**src/rtl/mod_exp_if.sv**
```systemverilog
// Operand/result bundle for the 8-bit modular exponentiation engine.
interface mod_exp_if;
  logic [7:0] base;
  logic [7:0] exp;
  logic [7:0] modulus;
  logic       start;
  logic [7:0] result;
  logic       done;
  logic       busy;
  logic       err;

  modport master (output base, exp, modulus, start, input result, done, busy, err);
  modport slave  (input base, exp, modulus, start, output result, done, busy, err);
endinterface

```
**src/rtl/mod_exp.sv**
```systemverilog
// base^exp mod modulus, right-to-left square-and-multiply, one exponent bit per clock,
// always 8 iterations so latency is constant.
module mod_exp (
  input  logic       clk,
  input  logic       rst_n,
  mod_exp_if.slave   io
);
  typedef enum logic {IDLE, ITER} state_t;

  state_t     state_q, state_d;
  logic [7:0] acc_q, acc_d;
  logic [7:0] b_q, b_d;
  logic [7:0] e_q, e_d;
  logic [7:0] m_q, m_d;
  logic [2:0] cnt_q, cnt_d;
  logic [7:0] result_q, result_d;
  logic       done_q, done_d;
  logic       err_q, err_d;

  logic [15:0] prod_acc, prod_b;
  logic [7:0]  acc_mul, b_sq, acc_nxt, mod_nz;

  assign prod_acc = 16'(acc_q) * 16'(b_q);
  assign prod_b   = 16'(b_q) * 16'(b_q);
  // Remainders are < m_q, so truncation to 8 bits is lossless.
  assign acc_mul  = 8'(prod_acc % {8'h00, m_q});
  assign b_sq     = 8'(prod_b % {8'h00, m_q});
  assign acc_nxt  = e_q[0] ? acc_mul : acc_q;
  // Keeps the load-time reduction defined on the modulus==0 path, which never uses it.
  assign mod_nz   = (io.modulus == 8'd0) ? 8'd1 : io.modulus;

  always_comb begin
    state_d  = state_q;
    acc_d    = acc_q;
    b_d      = b_q;
    e_d      = e_q;
    m_d      = m_q;
    cnt_d    = cnt_q;
    result_d = result_q;
    err_d    = err_q;
    done_d   = 1'b0;
    case (state_q)
      IDLE: begin
        if (io.start) begin
          err_d = 1'b0;
          m_d   = io.modulus;
          if (io.modulus == 8'd0) begin
            result_d = 8'd0;
            err_d    = 1'b1;
            done_d   = 1'b1;
          end else begin
            acc_d   = (io.modulus == 8'd1) ? 8'd0 : 8'd1;
            b_d     = io.base % mod_nz;
            e_d     = io.exp;
            cnt_d   = 3'd0;
            state_d = ITER;
          end
        end
      end
      ITER: begin
        acc_d = acc_nxt;
        b_d   = b_sq;
        e_d   = e_q >> 1;
        cnt_d = cnt_q + 3'd1;
        if (cnt_q == 3'd7) begin
          result_d = acc_nxt;
          done_d   = 1'b1;
          state_d  = IDLE;
        end
      end
      default: state_d = IDLE;
    endcase
  end

  always_ff @(posedge clk or negedge rst_n) begin
    if (!rst_n) begin
      state_q  <= IDLE;
      acc_q    <= 8'd0;
      b_q      <= 8'd0;
      e_q      <= 8'd0;
      m_q      <= 8'd0;
      cnt_q    <= 3'd0;
      result_q <= 8'd0;
      done_q   <= 1'b0;
      err_q    <= 1'b0;
    end else begin
      state_q  <= state_d;
      acc_q    <= acc_d;
      b_q      <= b_d;
      e_q      <= e_d;
      m_q      <= m_d;
      cnt_q    <= cnt_d;
      result_q <= result_d;
      done_q   <= done_d;
      err_q    <= err_d;
    end
  end

  assign io.result = result_q;
  assign io.done   = done_q;
  assign io.busy   = (state_q == ITER);
  assign io.err    = err_q;
endmodule
```
**src/flat_wrapper.sv**
```systemverilog
// flat-port wrapper written by rule: the top's interface ports become plain ports
module mod_exp_flat 
  (clk, rst_n, io_base, io_exp, io_modulus, io_start, io_result, io_done, io_busy, io_err);
  mod_exp_if io_i ();
  input  logic clk;
  input  logic rst_n;
  input wire logic [$bits(io_i.base)-1:0] io_base;
  input wire logic [$bits(io_i.exp)-1:0] io_exp;
  input wire logic [$bits(io_i.modulus)-1:0] io_modulus;
  input wire logic [$bits(io_i.start)-1:0] io_start;
  output wire logic [$bits(io_i.result)-1:0] io_result;
  output wire logic [$bits(io_i.done)-1:0] io_done;
  output wire logic [$bits(io_i.busy)-1:0] io_busy;
  output wire logic [$bits(io_i.err)-1:0] io_err;
  assign io_i.base = io_base;
  assign io_i.exp = io_exp;
  assign io_i.modulus = io_modulus;
  assign io_i.start = io_start;
  assign io_result = io_i.result;
  assign io_done = io_i.done;
  assign io_busy = io_i.busy;
  assign io_err = io_i.err;
  mod_exp u_core (.clk(clk), .rst_n(rst_n), .io(io_i));
endmodule
```
**config.mk**
```make
export PLATFORM = sky130hd
export DESIGN_NAME = mod_exp_flat
export DESIGN_NICKNAME = d
export VERILOG_FILES = /design/src/rtl/mod_exp_if.sv /design/src/rtl/mod_exp.sv /design/src/flat_wrapper.sv
export SDC_FILE = /design/constraint.sdc
export NUM_CORES = 1
export LEC_CHECK = 0
export CORE_MARGIN = 2
export CORE_UTILIZATION = 60
export CTS_CLUSTER_DIAMETER = 120
export DETAILED_ROUTE_END_ITERATION = 6
export PLACE_DENSITY = 0.84
export SETUP_SLACK_MARGIN = 0.4
export SLEW_MARGIN = 20
export SYNTH_ARGS = -nofsm -noshare
export SYNTH_HDL_FRONTEND = slang
export SYNTH_SLANG_ARGS = --single-unit
```
**constraint.sdc**
```tcl
create_clock -name clk -period 33.9 [get_ports clk]
set_input_delay 3.39 -clock clk [delete_from_list [all_inputs] [get_ports clk]]
set_output_delay 3.39 -clock clk [all_outputs]
set_load 0.05 [all_outputs]
```
== Word-level counts from Yosys, hierarchy flattened ==
Cells that the tools add are included.
Word-level totals
  register bits after elaboration: 46
  bits in latches: 0
  memory bits (writable): 0
  memory bits (read-only): 0
  input bits: 27
  output and inout bits: 11
  memories: 0
Operators by class
  $add $sub $neg: 1
  multipliers: 2
  div/mod/pow operators: 3
  magnitude comparators: 0
  equality and inequality tests: 6
  shift operators: 0
  mux-type cells: 27
  bitwise logic cells: 1
  reduce and logical (&&, ||, !) cells: 4
Operators by type and width (number)
  $mux 8: 11
  $pmux 8 s2: 4
  $mod 16x8->16: 2
  $mul 8x8->16: 2
  $eq 8x1->1 const B: 1
  $logic_not 8->1: 1
  $mod 8x8->8: 1
  $mux 1: 7
  $mux 3: 2
  $ne 2x2->1 const B: 3
  $pmux 3 s2: 1
  $pmux 1 s2: 2
  $reduce_and 2->1: 2
  $add 3x1->3 const B: 1
  $eq 3x3->1 const B: 1
  $reduce_and 3->1: 1
  $ne 2x1->1 const B: 1
  $not 1->1: 1

== Logic depth before layout (Yosys ltp) ==
  word-level depth: 6
  gate-level depth with buffers: 174
  depth with buffers taken out: 165

== Worst setup path before layout ==
No wires, ideal clock.
  kind: flip-flop to flip-flop
  start point: reg u_core.b_q[6]
  end point: reg u_core.b_q[1]
  data arrival time: 33015 ps
  required time: 33774 ps
  slack: 759 ps
  stages on the path, launching flop included: 163
  buffers on the path: 10
  clock period less this slack: 33141 ps
  path through: dfrtp_1 -> clkbuf_1 -> clkbuf_1 -> nand2_1 -> fa_1 -> inv_1 -> fa_1 -> fa_1 -> inv_1 -> fa_1 -> inv_1 -> ha_1 -> nor3_1 -> or2_2 -> a32oi_1 -> nand2_1 -> xor2_1 -> ha_1 -> [... 127 more ...] -> nand2b_1 -> a21oi_1 -> nand4_1 -> inv_1 -> nand3_2 -> mux2_2 -> ha_1 -> a21o_1 -> a21o_1 -> a21o_1 -> a21oi_1 -> o21ai_0 -> a21o_1 -> a21oi_1 -> nand3_1 -> nor4_1 -> and4b_1 -> a311o_1
Between the ends
  longest elaborated chain between the ends: 3
Ends and longest elaborated chain
  start: declaration: line mod_exp.sv:12  | logic [7:0] b_q, b_d;
  start signal: assignment: line mod_exp.sv:79  | b_q <= 8'd0;
  start signal: assignment: line mod_exp.sv:89  | b_q <= b_d;
  $mul 8x8->16: line mod_exp.sv:24  | assign prod_b = 16'(b_q) * 16'(b_q);
  $mod 16x8->16: line mod_exp.sv:27  | assign b_sq = 8'(prod_b % {8'h00, m_q});
  $pmux 8 s2: line mod_exp.sv:42  | case (state_q)
No other way between the ends.
A chain may end at the register's enable or synchronous reset.

== Worst setup path in the final report ==
  start point: reg u_core.b_q[7]
  end point: reg u_core.b_q[2]
The elaborated chain is that of the path after synthesis.

==> impl_metrics.json <==
{
  "required_ns": 34.04,
  "synthTopCellsByArea": "ha_1 (20%), fa_1 (6.9%), dfrtp_1 (6.1%)",
  "die_area_um2": 32910,
  "cts.sinks": 46,
  "slowest_delay_ns": 0.54,
  "synthesis.nets": 2902,
  "syn2layout_area_growth_pct": 13.62,
  "netlist_area_um2": 18880,
  "grt.total_usage_pct": 31.36,
  "fillers": 2344,
  "critical_path_arrival_ns": 32.66,
  "wl_per_cell_um": 18.32,
  "fin_nets": 3025,
  "initial_core_util_pct": 61.25,
  "worst-slew-pin-transition_ns": 1.047,
  "endpoint_kind": "flip-flop",
  "drt_first_iter_violations": 1759,
  "yosysWarnings": 0,
  "fp-row-count": 64,
  "max_freq_mhz": 30.75,
  "hold_viol_final": 0,
  "vias": 19970,
  "grt_pass1_vias": 18990,
  "status": "complete, no violations",
  "via_per_inst": 6.608,
  "synth_top_area_cell": "ha_1",
  "dpl.hpwl_um": 41620,
  "cts_buffers": 5,
  "crit_slowest_cell": "fa_1",
  "synth_top_area_share_pct": 20.41,
  "globalplace.congestion": 0.9742,
  "place_area_um2": 20050,
  "layout_common_cells": "ha_1 (298), nand2_1 (203), nor2_1 (190), inv_1 (159), a21oi_1 (148)",
  "cts.htree.levels": 2,
  "ant_nets": 0,
  "io_buffers": 37,
  "dr.pass1.iters": 5,
  "cts_tree": "yes",
  "synth_cells": 2502,
  "path_delay_family": "compound AO/OA/AOI/OAI gates",
  "drv_cap": 0,
  "grt_max_degree": 48,
  "setup_ws_ns": 1.380,
  "setup_violations": 0,
  "slew_headroom_pct": 30.10,
  "ys_ff_latch": 46,
  "core_area_um2": 30830,
  "finClkSkew_ns": 0.006816,
  "setup_tns_ns": 0,
  "drv_slew": 0,
  "hold_buffers": 0,
  "crit_top_cell": "o21a_1",
  "die_w_um": 181.4,
  "wl_um": 55370,
  "avgSynthCellArea_um2": 7.547,
  "crit_type": "flip-flop to flip-flop",
  "boundaryPins": 38,
  "drive_above_1_share_pct": 15.00,
  "clk_pin_slew_worst_paths_ns": 0.06,
  "synth_edf_count": 0,
  "grt_pass1_wl_um": 88380,
  "clock_path_buffers": 2,
  "seq_area_frac_synth_pct": 6.096,
  "final_cell_area_um2": 21450,
  "dp_slack_ns": -0.9644,
  "postSynth.asyncResetShare_pct": 100.0,
  "cp_max_fo": 12,
  "ys.flop_type": "dfrtp_1",
  "diodes": 0,
  "hold_class": "flip-flop to flip-flop",
  "antenna_found_initial": 0,
  "clock_latency_ns": 0.29,
  "die_h_um": 181.4,
  "cts_root_buf": "clkbuf_16",
  "remaining_drc_errors": 0,
  "overflow": 0,
  "finalCriticalPeriod_ns": 32.52,
  "final_common_cell": "ha_1",
  "worst_setup_path_start_kind": "flip-flop",
  "synth_cell_types": 106,
  "period_share_pct": 95.93,
  "crit_buf_inv": 8
}
==> sequential cells by signal (all words and copies together) (netlist names), named ones only <==
register,count
u_core.acc_q,8
u_core.e_q,8
u_core.io.result,8
u_core.m_q,8
u_core.b_q,7
u_core.cnt_q,3
u_core.io.busy,1
u_core.io.done,1
u_core.io.err,1
==> synth_stat cells, drive strengths merged (11+ instances only) <==
cell type,instances
ha,308
nand2,209
nor2,203
a21oi,186
inv,161
o21ai,141
o21a,109
nor3,106
and2,97
xnor2,82
a21o,69
fa,65
mux2,52
clkbuf,51
dfrtp,46
nand3,46
xor2,43
o31ai,40
nor2b,37
mux2i,35
nand2b,34
o211ai,32
a211oi,28
a31oi,20
or3,20
nand4,18
or2,17
o21bai,16
and3,15
o22ai,13
buf,12
a211o,11
==> cells by family (layout without fill, tap and decap cells) <==
kind of cell / Yosys count / count (layout) / share of synthesized area [%]
and+or+nand+nor: 845 / 846 / 22.04
AOI/OAI and AO/OA: 802 / 802 / 29.26
adders and majority gates: 373 / 373 / 27.30
buffers and inverters: 224 / 347 / 4.526
xor gates and xnor gates: 125 / 125 / 5.798
muxes: 87 / 87 / 4.976
DFF: 46 / 46 / 6.096
==> layout make-up <==
| cell class | instances | area (um^2) | area share (%) |
|---|---|---|---|
| clock buffers | 7 | 142.6 | 0.6648 |
| clock inverters | 1 | 5.005 | 0.02333 |
| inverters | 161 | 604.3 | 2.817 |
| multi-input cells | 2233 | 17620 | 82.12 |
| flip-flops and latches | 46 | 1157 | 5.395 |
| well taps | 396 | 495.5 | 2.309 |
| repair buffers | 178 | 1431 | 6.672 |
==> per-layer routing <==
| metal | global-route usage (%) | share of wire, % | vias to the layer above |
|---|---|---|---|
| li1 | - | - | 9480 |
| met4 | 10.02 | 3.7 | 0 |
| met2 | 53.10 | 47 | 847 |
| met5 | 0 | 0 | - |
| met1 | 42.01 | 43 | 9465 |
| met3 | 3.169 | 6.5 | 178 |
==> worst min-delay path: stages, from the launching register on <==
cell     delay (ns)
dfrtp_1        0.35
nand2_1        0.05
o21ai_0        0.06
==> timing repair <==
| action | 4_1_cts | 5_1_grt |
|---|---|---|
| resized for setup | 35 | 147 |
| setup buffers | 9 | 57 |
| gates cloned | 0 | 2 |
| pin swaps | 5 | 58 |
| setup endpoints to repair | 24 | 24 |
==> through the flow <==
stage          instances  utilization, %  hold WS [ns]
4_1_cts             2963           66.13        0.5023
3_3_place_gp        2946           65.03        0.4743
5_1_grt             3022           69.59        0.5135
6_report            3022           69.59        0.4949
2_1_floorplan       2502               -        0.4528
3_5_place_dp        2946           65.03        0.4869
==> final timing paths <==
check	startpoint	to	slack, ns	cells after the start
setup / recovery	u_core.b_q[7]	u_core.b_q[2]	1.38	156
hold / removal	u_core.e_q[5]	u_core.e_q[4]	0.49	2
setup reg to reg	u_core.b_q[7]	u_core.b_q[2]	1.38	156
hold reg to reg	u_core.e_q[5]	u_core.e_q[4]	0.49	2
max in group asynchronous	rst_n	u_core.b_q[6]	30.37	1
min in group asynchronous	rst_n	u_core.io.done	3.11	1
Power is left out: the tool's default activity adds up to more than one toggle a clock period on the data nets, which glitch-free logic cannot reach.
